## src/rtl/cpu_core_param.sv

```systemverilog
// cpu_core_param: parametrised multicycle core (16-bit instruction encoding).
// Contains the gated instruction register, the control FSM, the register file,
// the A/B/C operand registers, the B shifter, the ALU and the N/V/Z status flags.
//
// Parameters:
//   DATA_W  datapath/register width (>= 8)
//   NREG    implemented registers (2..8); other indices read 0 and drop writes
//
// Ports:
//   clk       rising-edge clock
//   reset     asynchronous active-low reset
//   s         start, sampled only while waiting
//   load      instruction register load enable (honoured only while waiting)
//   in        16-bit instruction word
//   out       C register contents
//   N, V, Z   status flags, written only by CMP
//   w         high exactly while the FSM is in WAIT
//
// Optional feature (macro CPU_CORE_DBG_EN):
//   dbg_sel   register index to observe
//   dbg_data  combinational R[dbg_sel], 0 for an unimplemented index
module cpu_core_param #(
    parameter int DATA_W = 16,
    parameter int NREG   = 8
) (
    input  logic              clk,
    input  logic              reset,
    input  logic              s,
    input  logic              load,
    input  logic [15:0]       in,
    output logic [DATA_W-1:0] out,
    output logic              N,
    output logic              V,
    output logic              Z,
    output logic              w
`ifdef CPU_CORE_DBG_EN
    ,
    input  logic [2:0]        dbg_sel,
    output logic [DATA_W-1:0] dbg_data
`endif
);

    localparam int MSB = DATA_W - 1;

    typedef enum logic [2:0] {
        S_WAIT, S_DECODE, S_GETA, S_GETB, S_EXEC, S_WREG, S_WIMM
    } state_t;

    typedef struct packed {
        logic [2:0] op;
        logic [1:0] alu;
        logic [2:0] rn;
        logic [2:0] rd;
        logic [1:0] sh;
        logic [2:0] rm;
    } instr_t;

    instr_t                       ir;
    state_t                       state, state_nx;
    logic [NREG-1:0][DATA_W-1:0]  regs;
    logic [DATA_W-1:0]            a_q, b_q, c_q;
    logic                         n_q, v_q, z_q;
    logic [DATA_W-1:0]            sximm8, b_sh, alu_a, alu_res;
    logic                         is_movi, is_movr, is_alu, is_mvn, is_cmp;

    // Index decode by search so an index at or above NREG simply matches nothing.
    function automatic logic [DATA_W-1:0] rd_reg(input logic [NREG-1:0][DATA_W-1:0] rf,
                                                 input logic [2:0] idx);
        rd_reg = '0;
        for (int i = 0; i < NREG; i++)
            if (idx == 3'(i)) rd_reg = rf[i];
    endfunction

    // ---------------- decode ----------------
    assign is_movi = (ir.op == 3'b110) && (ir.alu == 2'b10);
    assign is_movr = (ir.op == 3'b110) && (ir.alu == 2'b00);
    assign is_alu  = (ir.op == 3'b101);
    assign is_mvn  = is_alu && (ir.alu == 2'b11);
    assign is_cmp  = is_alu && (ir.alu == 2'b01);

    // imm8 occupies the Rd/sh/Rm fields.
    always_comb begin
        sximm8      = {DATA_W{ir.rd[2]}};
        sximm8[7:0] = {ir.rd, ir.sh, ir.rm};
    end

    // ---------------- shifter + ALU ----------------
    always_comb begin
        b_sh = b_q;
        case (ir.sh)
            2'b01:   b_sh = {b_q[MSB-1:0], 1'b0};
            2'b10:   b_sh = {1'b0, b_q[MSB:1]};
            2'b11:   b_sh = {b_q[MSB], b_q[MSB:1]};
            default: b_sh = b_q;
        endcase
    end

    // MOV reg goes through the adder with a zero A operand; A is never loaded for it.
    assign alu_a = is_movr ? '0 : a_q;

    always_comb begin
        alu_res = '0;
        case (ir.alu)
            2'b00:   alu_res = alu_a + b_sh;
            2'b01:   alu_res = alu_a - b_sh;
            2'b10:   alu_res = alu_a & b_sh;
            default: alu_res = ~b_sh;
        endcase
    end

    // ---------------- instruction register ----------------
    always_ff @(posedge clk or negedge reset) begin
        if (!reset)                        ir <= '0;
        else if (load && state == S_WAIT) ir <= instr_t'(in);
    end

    // ---------------- control FSM ----------------
    always_ff @(posedge clk or negedge reset) begin
        if (!reset) state <= S_WAIT;
        else        state <= state_nx;
    end

    always_comb begin
        state_nx = state;
        case (state)
            S_WAIT:   if (s) state_nx = S_DECODE;
            S_DECODE: begin
                if (is_movi)                state_nx = S_WIMM;
                else if (is_movr || is_mvn) state_nx = S_GETB;
                else if (is_alu)            state_nx = S_GETA;
                else                        state_nx = S_WAIT;
            end
            S_GETA:   state_nx = S_GETB;
            S_GETB:   state_nx = S_EXEC;
            S_EXEC:   state_nx = is_cmp ? S_WAIT : S_WREG;
            S_WREG:   state_nx = S_WAIT;
            S_WIMM:   state_nx = S_WAIT;
            default:  state_nx = S_WAIT;
        endcase
    end

    // ---------------- datapath registers ----------------
    always_ff @(posedge clk or negedge reset) begin
        if (!reset) begin
            regs <= '0;
            a_q  <= '0;
            b_q  <= '0;
            c_q  <= '0;
            n_q  <= 1'b0;
            v_q  <= 1'b0;
            z_q  <= 1'b0;
        end else begin
            case (state)
                S_GETA: a_q <= rd_reg(regs, ir.rn);
                S_GETB: b_q <= rd_reg(regs, ir.rm);
                S_EXEC: begin
                    if (is_cmp) begin
                        n_q <= alu_res[MSB];
                        z_q <= (alu_res == '0);
                        // subtraction overflows when operand signs differ and
                        // the result sign differs from the minuend
                        v_q <= (a_q[MSB] != b_sh[MSB]) && (alu_res[MSB] != a_q[MSB]);
                    end else begin
                        c_q <= alu_res;
                    end
                end
                S_WREG: for (int i = 0; i < NREG; i++)
                            if (ir.rd == 3'(i)) regs[i] <= c_q;
                S_WIMM: for (int i = 0; i < NREG; i++)
                            if (ir.rn == 3'(i)) regs[i] <= sximm8;
                default: ;
            endcase
        end
    end

    assign out = c_q;
    assign N   = n_q;
    assign V   = v_q;
    assign Z   = z_q;
    assign w   = (state == S_WAIT);

`ifdef CPU_CORE_DBG_EN
    assign dbg_data = rd_reg(regs, dbg_sel);
`endif

endmodule

```

## config.mk

```make
export PLATFORM = sky130hd
export DESIGN_NAME = cpu_core_param
export DESIGN_NICKNAME = d
export VERILOG_FILES = /design/src/rtl/cpu_core_param.sv
export SDC_FILE = /design/constraint.sdc
export NUM_CORES = 1
export LEC_CHECK = 0
export ABC_AREA = 1
export BUFFER_PORTS_ARGS = -buffer_cell sky130_fd_sc_hd__buf_4
export CAP_MARGIN = 30
export CORE_MARGIN = 4
export CORE_UTILIZATION = 55
export DETAILED_ROUTE_END_ITERATION = 10
export GPL_TIMING_DRIVEN = 0
export PLACE_DENSITY = 0.75
export SETUP_SLACK_MARGIN = 0.2
export SLEW_MARGIN = 20
export SYNTH_ARGS = -nofsm -noshare
export SYNTH_HDL_FRONTEND = slang
export SYNTH_SLANG_ARGS = --single-unit
```

## constraint.sdc

```tcl
create_clock -name clk -period 3 [get_ports clk]
set_clock_uncertainty 0.15 [all_clocks]
set_input_delay 0.15 -clock clk [delete_from_list [all_inputs] [get_ports clk]]
set_output_delay 0.15 -clock clk [all_outputs]
set_load 0.005 [all_outputs]
```

# == Yosys cells after proc, flatten, opt, wreduce, memory -nomap -nowiden ==
# Index checks and enable logic that the tools add are counted.
# classes
mux,42
n_addsub,2
n_eq_ne,54
bitwise,3
reduce_logical,24
# op_table
cell,count
16-bit two-way mux,33
128-bit one-hot mux with 2 select lines,1
16-bit one-hot mux with 3 select lines,2
"3-bit == test, second input constant",17
"2-bit != test, second input constant",17
"3-bit by 2-bit == test with 1-bit output, second input constant",8
3-bit AND reduction,8
16-bit adder,1
16-bit AND,1
16-bit logical NOT,1
16-bit inverter,1
16-bit subtractor,1
3-bit one-hot mux with 5 select lines,1
"3-bit by 1-bit == test with 1-bit output, second input constant",4
3-bit logical NOT,4
3-bit two-way mux,3
"2-bit == test, second input constant",4
1-bit logical AND,6
"2-bit by 1-bit == test with 1-bit output, second input constant",2
2-bit two-way mux,2
2-bit AND reduction,2
2-bit logical NOT,1
1-bit != test,2
2-bit nonzero test,1
other kinds (2),2
# totals
ff_bits,198
output_inout_bits,20

# == Logic depth before layout (Yosys ltp) ==
# Gate-level depths: netlist of the first run.
# logic_depth
depth_word,9
mapped_depth,27
depth_no_buf,26

# == Worst setup path after synthesis of the first run ==
# OpenSTA, ideal clock, no wires.
# synth_path
path_type,flip-flop to flip-flop
start,reg ir[4] (netlist bit)
end,reg z_q (netlist: Z)
path_stages_with_launch,24
t_arrival_ns,3.015
synth_period_minus_slack_ns,3.230
setup_ns,0.065
setup_slack_ns,-0.230
cell_sequence,dfrtp_1 -> buf_6 -> buf_6 -> nand2_1 -> nand3_1 -> inv_2 -> nand2_4 -> nor2_4 -> nor2_2 -> a21oi_2 -> o21ai_2 -> nor2_4 -> xnor2_1 -> ha_1 -> inv_1 -> nor4_1 -> inv_1 -> o211ai_1 -> a21oi_1 -> o21ai_0 -> nand2_1 -> nor2_1 -> nand3_2 -> nand2_1
# synth_between
elab_chain_len,5
elab_cells_between_ends,10
classes_between,2 x add/sub; 3 x eq/ne; 2 x mux; 2 x bitwise; 1 x reduce/logical
# synth_lines
item,line,source
start: declaration,58,instr_t ir;
start signal: assignment,114,else if (load && state == S_WAIT) ir <= instr_t'(in);
2-bit == test or 2-bit by 1-bit == test with 1-bit output (tied branches),90,case (ir.sh)
16-bit one-hot mux with 3 select lines *,90,
"16-bit subtractor, or another cell as far along",105,2'b01: alu_res = alu_a - b_sh;
16-bit one-hot mux with 3 select lines *,103,case (ir.alu)
16-bit logical NOT *,159,z_q <= (alu_res == '0);
end signal: assignment,159,
end: declaration,62,"logic n_q, v_q, z_q;"
# Every way passes the cells marked *; elsewhere a longest branch is shown, timed or not.
# A chain may end at the register's enable or synchronous reset.

# == Final worst setup path of the first run ==
# layout_path
start,reg ir[4] (netlist bit)
end,reg v_q (netlist: V)
# layout_between
elab_chain_len,6
elab_cells_between_ends,12
classes_between,2 x add/sub; 5 x eq/ne; 2 x mux; 2 x bitwise; 1 x reduce/logical
# layout_lines
item,line,source
2-bit == test or 2-bit by 1-bit == test with 1-bit output (tied branches),90,
16-bit one-hot mux with 3 select lines *,90,
"16-bit subtractor, or another cell as far along",105,
16-bit one-hot mux with 3 select lines,103,
1-bit != test,162,v_q <= (a_q[MSB] != b_sh[MSB]) && (alu_res[MSB] != a_q[MSB]);
1-bit logical AND *,162,
end signal: assignment,162,
end: declaration,62,
# Marks and branches as above.

==> summary.txt, run 1 <==
DRC violations left: 0
FF-to-FF path depth: 23
H-tree levels: 4
worst slew pin tran: 0.884 ns
Hold Slack: -0.00285 ns
final net count: 1,640
clk buf depth: 2
final setup vio count: 12
Reg2Reg Capture Point: V
sequential share of the synthesized area: 43.4%
Reg2Reg Setup Slack: -0.63 ns
fin crit period: 3.63 ns
RR Startpoint: ir[4]
Via-to-Cell Ratio: 6.01
area grow syn2layout: 22.0%
Post-Synth Simple-Gate Area: 23.7%
GR Util All Layers: 33.8%
antenna violations before repair: 0
first-pass GRT wire length: 61,600 um
CP Class: reg -> reg
Mean Syn Cell Area: 7.75 um2
status: finished with violations
Total Wirelength: 40,300 um
Die Width: 152 um
final period utilization: 121%
fin util: 68.6%
flop and latch count out of synthesis: 198
share of layout cells above drive strength 1: 22.0%
Clock Pin Slew Worst Setup and Hold Paths: 0.08 ns
TritonCTS clock tree: yes
1st-iter DRT viols: 1,141
Inserted Diodes: 0
CTS sink cnt: 198
DRT Pass-1 Iters: 6
adder-cell area share of the yosys netlist: 1.93%
startpoint type of the worst setup path: flip-flop
Slew headroom: 40.9%
Slew Viols, Final: 0
max_cap viols: 0
Placement Setup Slack: -0.703 ns
Worst EP arrival: 3.81 ns
Initial Utilization: 56.3%
grt total ovfl: 0
Gate Count Post-Synth: 1,473
Final Wtd Congestion: 0.931
compound-cell area share of the yosys netlist: 20.8%
Primary FF master, synth: dfrtp_1
DIE AREA: 23,100 um2
Root Buffer: clkbuf_16
largest family of logic cells by synthesized area: simple AND/OR/NAND/NOR gates
EDFF count, synth: 0
Post-synth ARST share: 100%
core outline area: 20,300 um2
Crit. End Element: flip-flop
RSZ-0062 raised after global routing: yes
mux share of post-synthesis cell area: 0.296%
vias in the first global route: 10,900
min-delay worst type: in -> async
Net Count, Synth: 1,510
CP max FO: 7
clk_lat worst skew: 0.44 ns
PortBufs: 39
Yosys warnings: 0
min setup slack post-route: -0.632 ns
Max Freq: 275 MHz
fillers: 1,676
TritonCTS buffer count: 17
vias after detailed routing: 11,300
post-DP HPWL: 28,200 um
count of cell types in the netlist: 57
largest net degree at the start of global routing: 98
Placed Area: 12,200 um2
Rows: 52
Die Y: 152 um
Avg WL per Cell: 21.4 um
cell area after layout: 13,900 um2
Post-Synthesis Cell Area: 11,400 um2
Setup crit start: ir[4]
CP required: 3.18 ns
Ports: 40
failing checks: hold timing, setup timing
Post-Synth XOR/XNOR Area: 1.23%
endpoints failing hold: 1
Routed Antenna Nets: 0
## registers in the layout, summed over array words and instances (netlist names)
name,cells
b_q,16
state,3
Z,1
a_q,16
N,1
V,1
regs,128
ir,16
out,16
## synth_stat cells (10+ instances only)
library cell	n	area, um2
a21oi_1	77	385
buf_2	24	120
clkbuf_1	33	124
dfrtp_1	198	4950
ha_1	16	200
inv_1	164	616
inv_2	11	41.3
nand2_1	371	1390
nand2_2	10	62.6
nand3_1	57	285
nand4_1	17	106
nor2_1	91	342
nor3_2	11	110
o2111ai_1	18	158
o21ai_0	186	931
o21ai_1	19	95.1
o221ai_1	17	149
o22ai_1	18	113
xor2_1	14	123
## worst max path at each step
stage,slack [ns],cells after the start,to
floorplan,-0.11,24,Z
global placement,-0.72,25,Z
detailed placement,-0.70,25,Z
CTS,-0.53,24,Z
global route,-0.81,21,Z
finish,-0.63,23,V
## repair_timing
| item | in CTS | in global routing |
|---|---|---|
| gates resized for setup | 70 | 85 |
| setup endpoints to repair | 20 | 28 |
| gates cloned | 2 | 0 |
| pin swaps | 45 | 62 |
| hold buffers | 18 | 0 |
| endpoints found under the hold margin | 215 | 0 |
| setup buffers | 25 | 22 |
## routing by layer
layer  track usage (%)  vias up  part of all wire (%)  wire (um)
li1                  -     5190                     -          -
met1              43.9     5396                    39      15700
met2              53.7      605                    47      18800
met3              7.25      142                   8.5       3410
met4              17.3        0                   6.1       2450
met5                 0        -                     0          0
## critical path, cell delays in order (launching register included)
cell and delay [ns]:
dfrtp_2 0.45, buf_12 0.16, buf_12 0.14, buf_4 0.14, nand2_1 0.08, o21ai_2 0.07
nor2_4 0.15, inv_2 0.09, o21ai_0 0.19, nand2_1 0.11, xor2_1 0.16, ha_1 0.40
nand2_2 0.13, nor2_4 0.13, nand4_1 0.18, nand3_2 0.15, a21oi_2 0.07, buf_4 0.14
nand2_4 0.05, nand3_4 0.10, nand2_4 0.11, nand2_2 0.06, nand3_2 0.07, nand2_1 0.05
## stage by stage
step                hold slack [ns]  setup TNS, ns  cells
CTS                         0.00684          -3.90   1861
detailed placement           -0.116          -5.86   1785
floorplan                    -0.296         -0.290   1473
global placement              0.236          -5.55   1782
global route                 0.0310          -7.20   1885
finish                     -0.00285          -5.38   1885
## area by class of cell
cell class | instances | area [um2] | share of cell area, %
inverter | 179 | 687 | 4.93
clock buffer | 20 | 467 | 3.35
sequential | 198 | 4960 | 35.6
buffer | 64 | 328 | 2.35
clock inverter | 11 | 108 | 0.773
tap | 270 | 338 | 2.43
timing repair buffer | 110 | 965 | 6.93
multi-input combinational | 1033 | 6080 | 43.7
## cell usage in the layout, fill, tap and decap left out, types with 6 or more instances in the layout
cell type and count:
nand2_1 337, dfrtp_1 197, o21ai_0 173, inv_1 157, buf_4 84, nor2_1 77, a21oi_1 68, nand3_1 37
nand2_2 35, clkbuf_1 31, o21ai_1 30, buf_2 24, nand3_2 21, o22ai_1 18, o2111ai_1 18, clkbuf_16 18
dlygate4sd3_1 18, nor2_2 17, nand4_1 17, o221ai_1 17, inv_2 16, nor2_4 14, nor3_2 13, xor2_1 12
nand2_4 12, ha_1 12, o21ai_2 9, nand3_4 9, a211oi_1 7, o211ai_1 6, a221oi_1 6, a21oi_4 6
o211ai_2 6, buf_6 6, inv_6 6
## cell families (layout without fill, tap and decap cells)
logic type / Yosys count / after routing
fa+ha+maj: 17 / 17
xor+xnor: 16 / 16
simple gates: 600 / 601
compound gates: 396 / 396
flops: 198 / 198
buf+inv: 243 / 384
mux: 3 / 3
Power of run 1 is not shown: default switching activity piles up to over one toggle a cycle in this logic, so the estimate is an artifact.
==> inputs of run 2 (changes only) <==
==> constraint.sdc (replaced) <==
create_clock -name clk -period 3 [get_ports clk]
set_clock_uncertainty 0.15 [all_clocks]
set_input_delay 0.3 -clock clk [delete_from_list [all_inputs] [get_ports clk]]
set_output_delay 0.3 -clock clk [all_outputs]
set_load 0.005 [all_outputs]
==> run 2 against run 1 <==
The flow finishes with violations (setup timing). Highest routed layer unchanged. Core utilization hardly changed. Critical endpoint unchanged. Final area barely moved. Global-route usage decreased by 0.091 points. Fmax about the same. First-iteration DRC count grew 2.3%. Critical path depth did not move.
==> summary.txt, run 2 (synthesis results as in run 1) <==
1st-iter DRT viols: 1,167
Seq. cell area: 4960 um2
Die Width: 152 um
Rows: 52
GR Util All Layers: 33.7%
Routed Antenna Nets: 0
Total Wirelength: 40,500 um
largest net degree at the start of global routing: 98
post-DP HPWL: 28,200 um
commonest non-fill, non-tap cell in the layout: nand2_1
Ports: 40
Max Freq: 275 MHz
RSZ-0062 raised after global routing: yes
Via-to-Cell Ratio: 6.10
register bank with the most flops: regs
CP max FO: 7
vias in the first global route: 10,800
grt total ovfl: 0
Clock Pin Slew Worst Setup and Hold Paths: 0.07 ns
min setup slack post-route: -0.633 ns
failing checks: setup timing
endpoints failing hold: 0
final net count: 1,641
max_cap viols: 0
TritonCTS buffer count: 17
clk buf depth: 2
multi-input logic area: 6080 um2
final setup vio count: 12
fillers: 1,672
clk_lat worst skew: 0.44 ns
min-delay worst type: in -> reg
max reg flops: 128
core outline area: 20,300 um2
H-tree levels: 4
DRC violations left: 0
Inserted Diodes: 0
Final Wtd Congestion: 0.931
Crit. End Element: flip-flop
CTS sink cnt: 198
DRT Pass-1 Iters: 7
Initial Utilization: 56.3%
first-pass GRT wire length: 61,500 um
most frequent cells in the layout: nand2_1 (336), dfrtp_1 (197), o21ai_0 (173)
worst slew pin tran: 0.841 ns
setup TNS: -5.45 ns
area grow syn2layout: 22.0%
Root Buffer: clkbuf_16
DIE AREA: 23,100 um2
status: finished with violations
Slew Viols, Final: 0
startpoint type of the worst setup path: flip-flop
TritonCTS clock tree: yes
final period utilization: 121%
Avg WL per Cell: 21.5 um
share of layout cells above drive strength 1: 22.2%
Slew headroom: 43.8%
PortBufs: 39
vias after detailed routing: 11,500
antenna violations before repair: 0
CP required: 3.18 ns
Die Y: 152 um
fin crit period: 3.63 ns
CP Class: reg -> reg
Worst EP arrival: 3.82 ns
[run 2: metrics by stage]
stage          setup WS (ns)  area [um2]  util, %  hold slack (ns)  instances
2_1_floorplan         -0.112       11500        -           -0.146       1473
3_3_place_gp          -0.716       12100     59.7            0.317       1782
3_5_place_dp          -0.703       12200     60.0           0.0344       1785
4_1_cts               -0.529       13400     66.1          0.00173       1860
5_1_grt               -0.813       13900     68.7           0.0118       1886
6_report              -0.633       13900     68.7          0.00485       1886
[run 2: area by class of cell]
cell class | count | area share (%)
timing repair buffer | 111 | 6.96
inverter | 179 | 4.93
multi-input combinational | 1033 | 43.7
tap | 270 | 2.42
clock buffer | 20 | 3.35
clock inverter | 11 | 0.772
buffer | 64 | 2.35
sequential | 198 | 35.6
[run 2: timing repair]
item                                    4_1_cts  5_1_grt
pin swaps                                    45       63
gates cloned                                  2        0
gates resized for setup                      70       86
hold buffers                                 17        0
buffers inserted                             25       24
endpoints found under the setup margin       20       27
endpoints found under the hold margin       142        0
[run 2: critical path, cell delays in order, from the launching register on]
cell	delay [ns]
dfrtp_2	0.45
buf_12	0.16
buf_12	0.14
buf_4	0.14
nand2_1	0.08
o21ai_2	0.07
nor2_4	0.14
inv_2	0.09
o21ai_0	0.19
nand2_1	0.10
xor2_1	0.16
ha_1	0.39
nand2_2	0.13
nor2_4	0.13
nand4_1	0.18
nand3_2	0.16
a21oi_2	0.07
buf_4	0.14
nand2_4	0.05
nand3_4	0.10
nand2_4	0.11
nand2_2	0.06
nand3_2	0.07
nand2_1	0.05
[run 2: final timing paths]
| path | from | end | slack [ns] | cells past startpoint |
|---|---|---|---|---|
| max | ir[4] | V | -0.63 | 23 |
| min | in[2] | ir[2] | 0.005 | 3 |
| max reg2reg | ir[4] | V | -0.63 | 23 |
| min reg2reg | Z | Z | 0.34 | 2 |
| max in group asynchronous | reset | ir[4] | 1.74 | 3 |
| min in group asynchronous | reset | regs[107] | 0.15 | 2 |
[run 2: routing by layer]
metal	up-vias	global-route usage [%]	routed length, um
met5	-	0	0
li1	5187	-	-
met4	0	17.3	2350
met3	140	7.22	3450
met2	636	53.4	18800
met1	5536	43.9	15800
Power of run 2 is left out for the same reason.
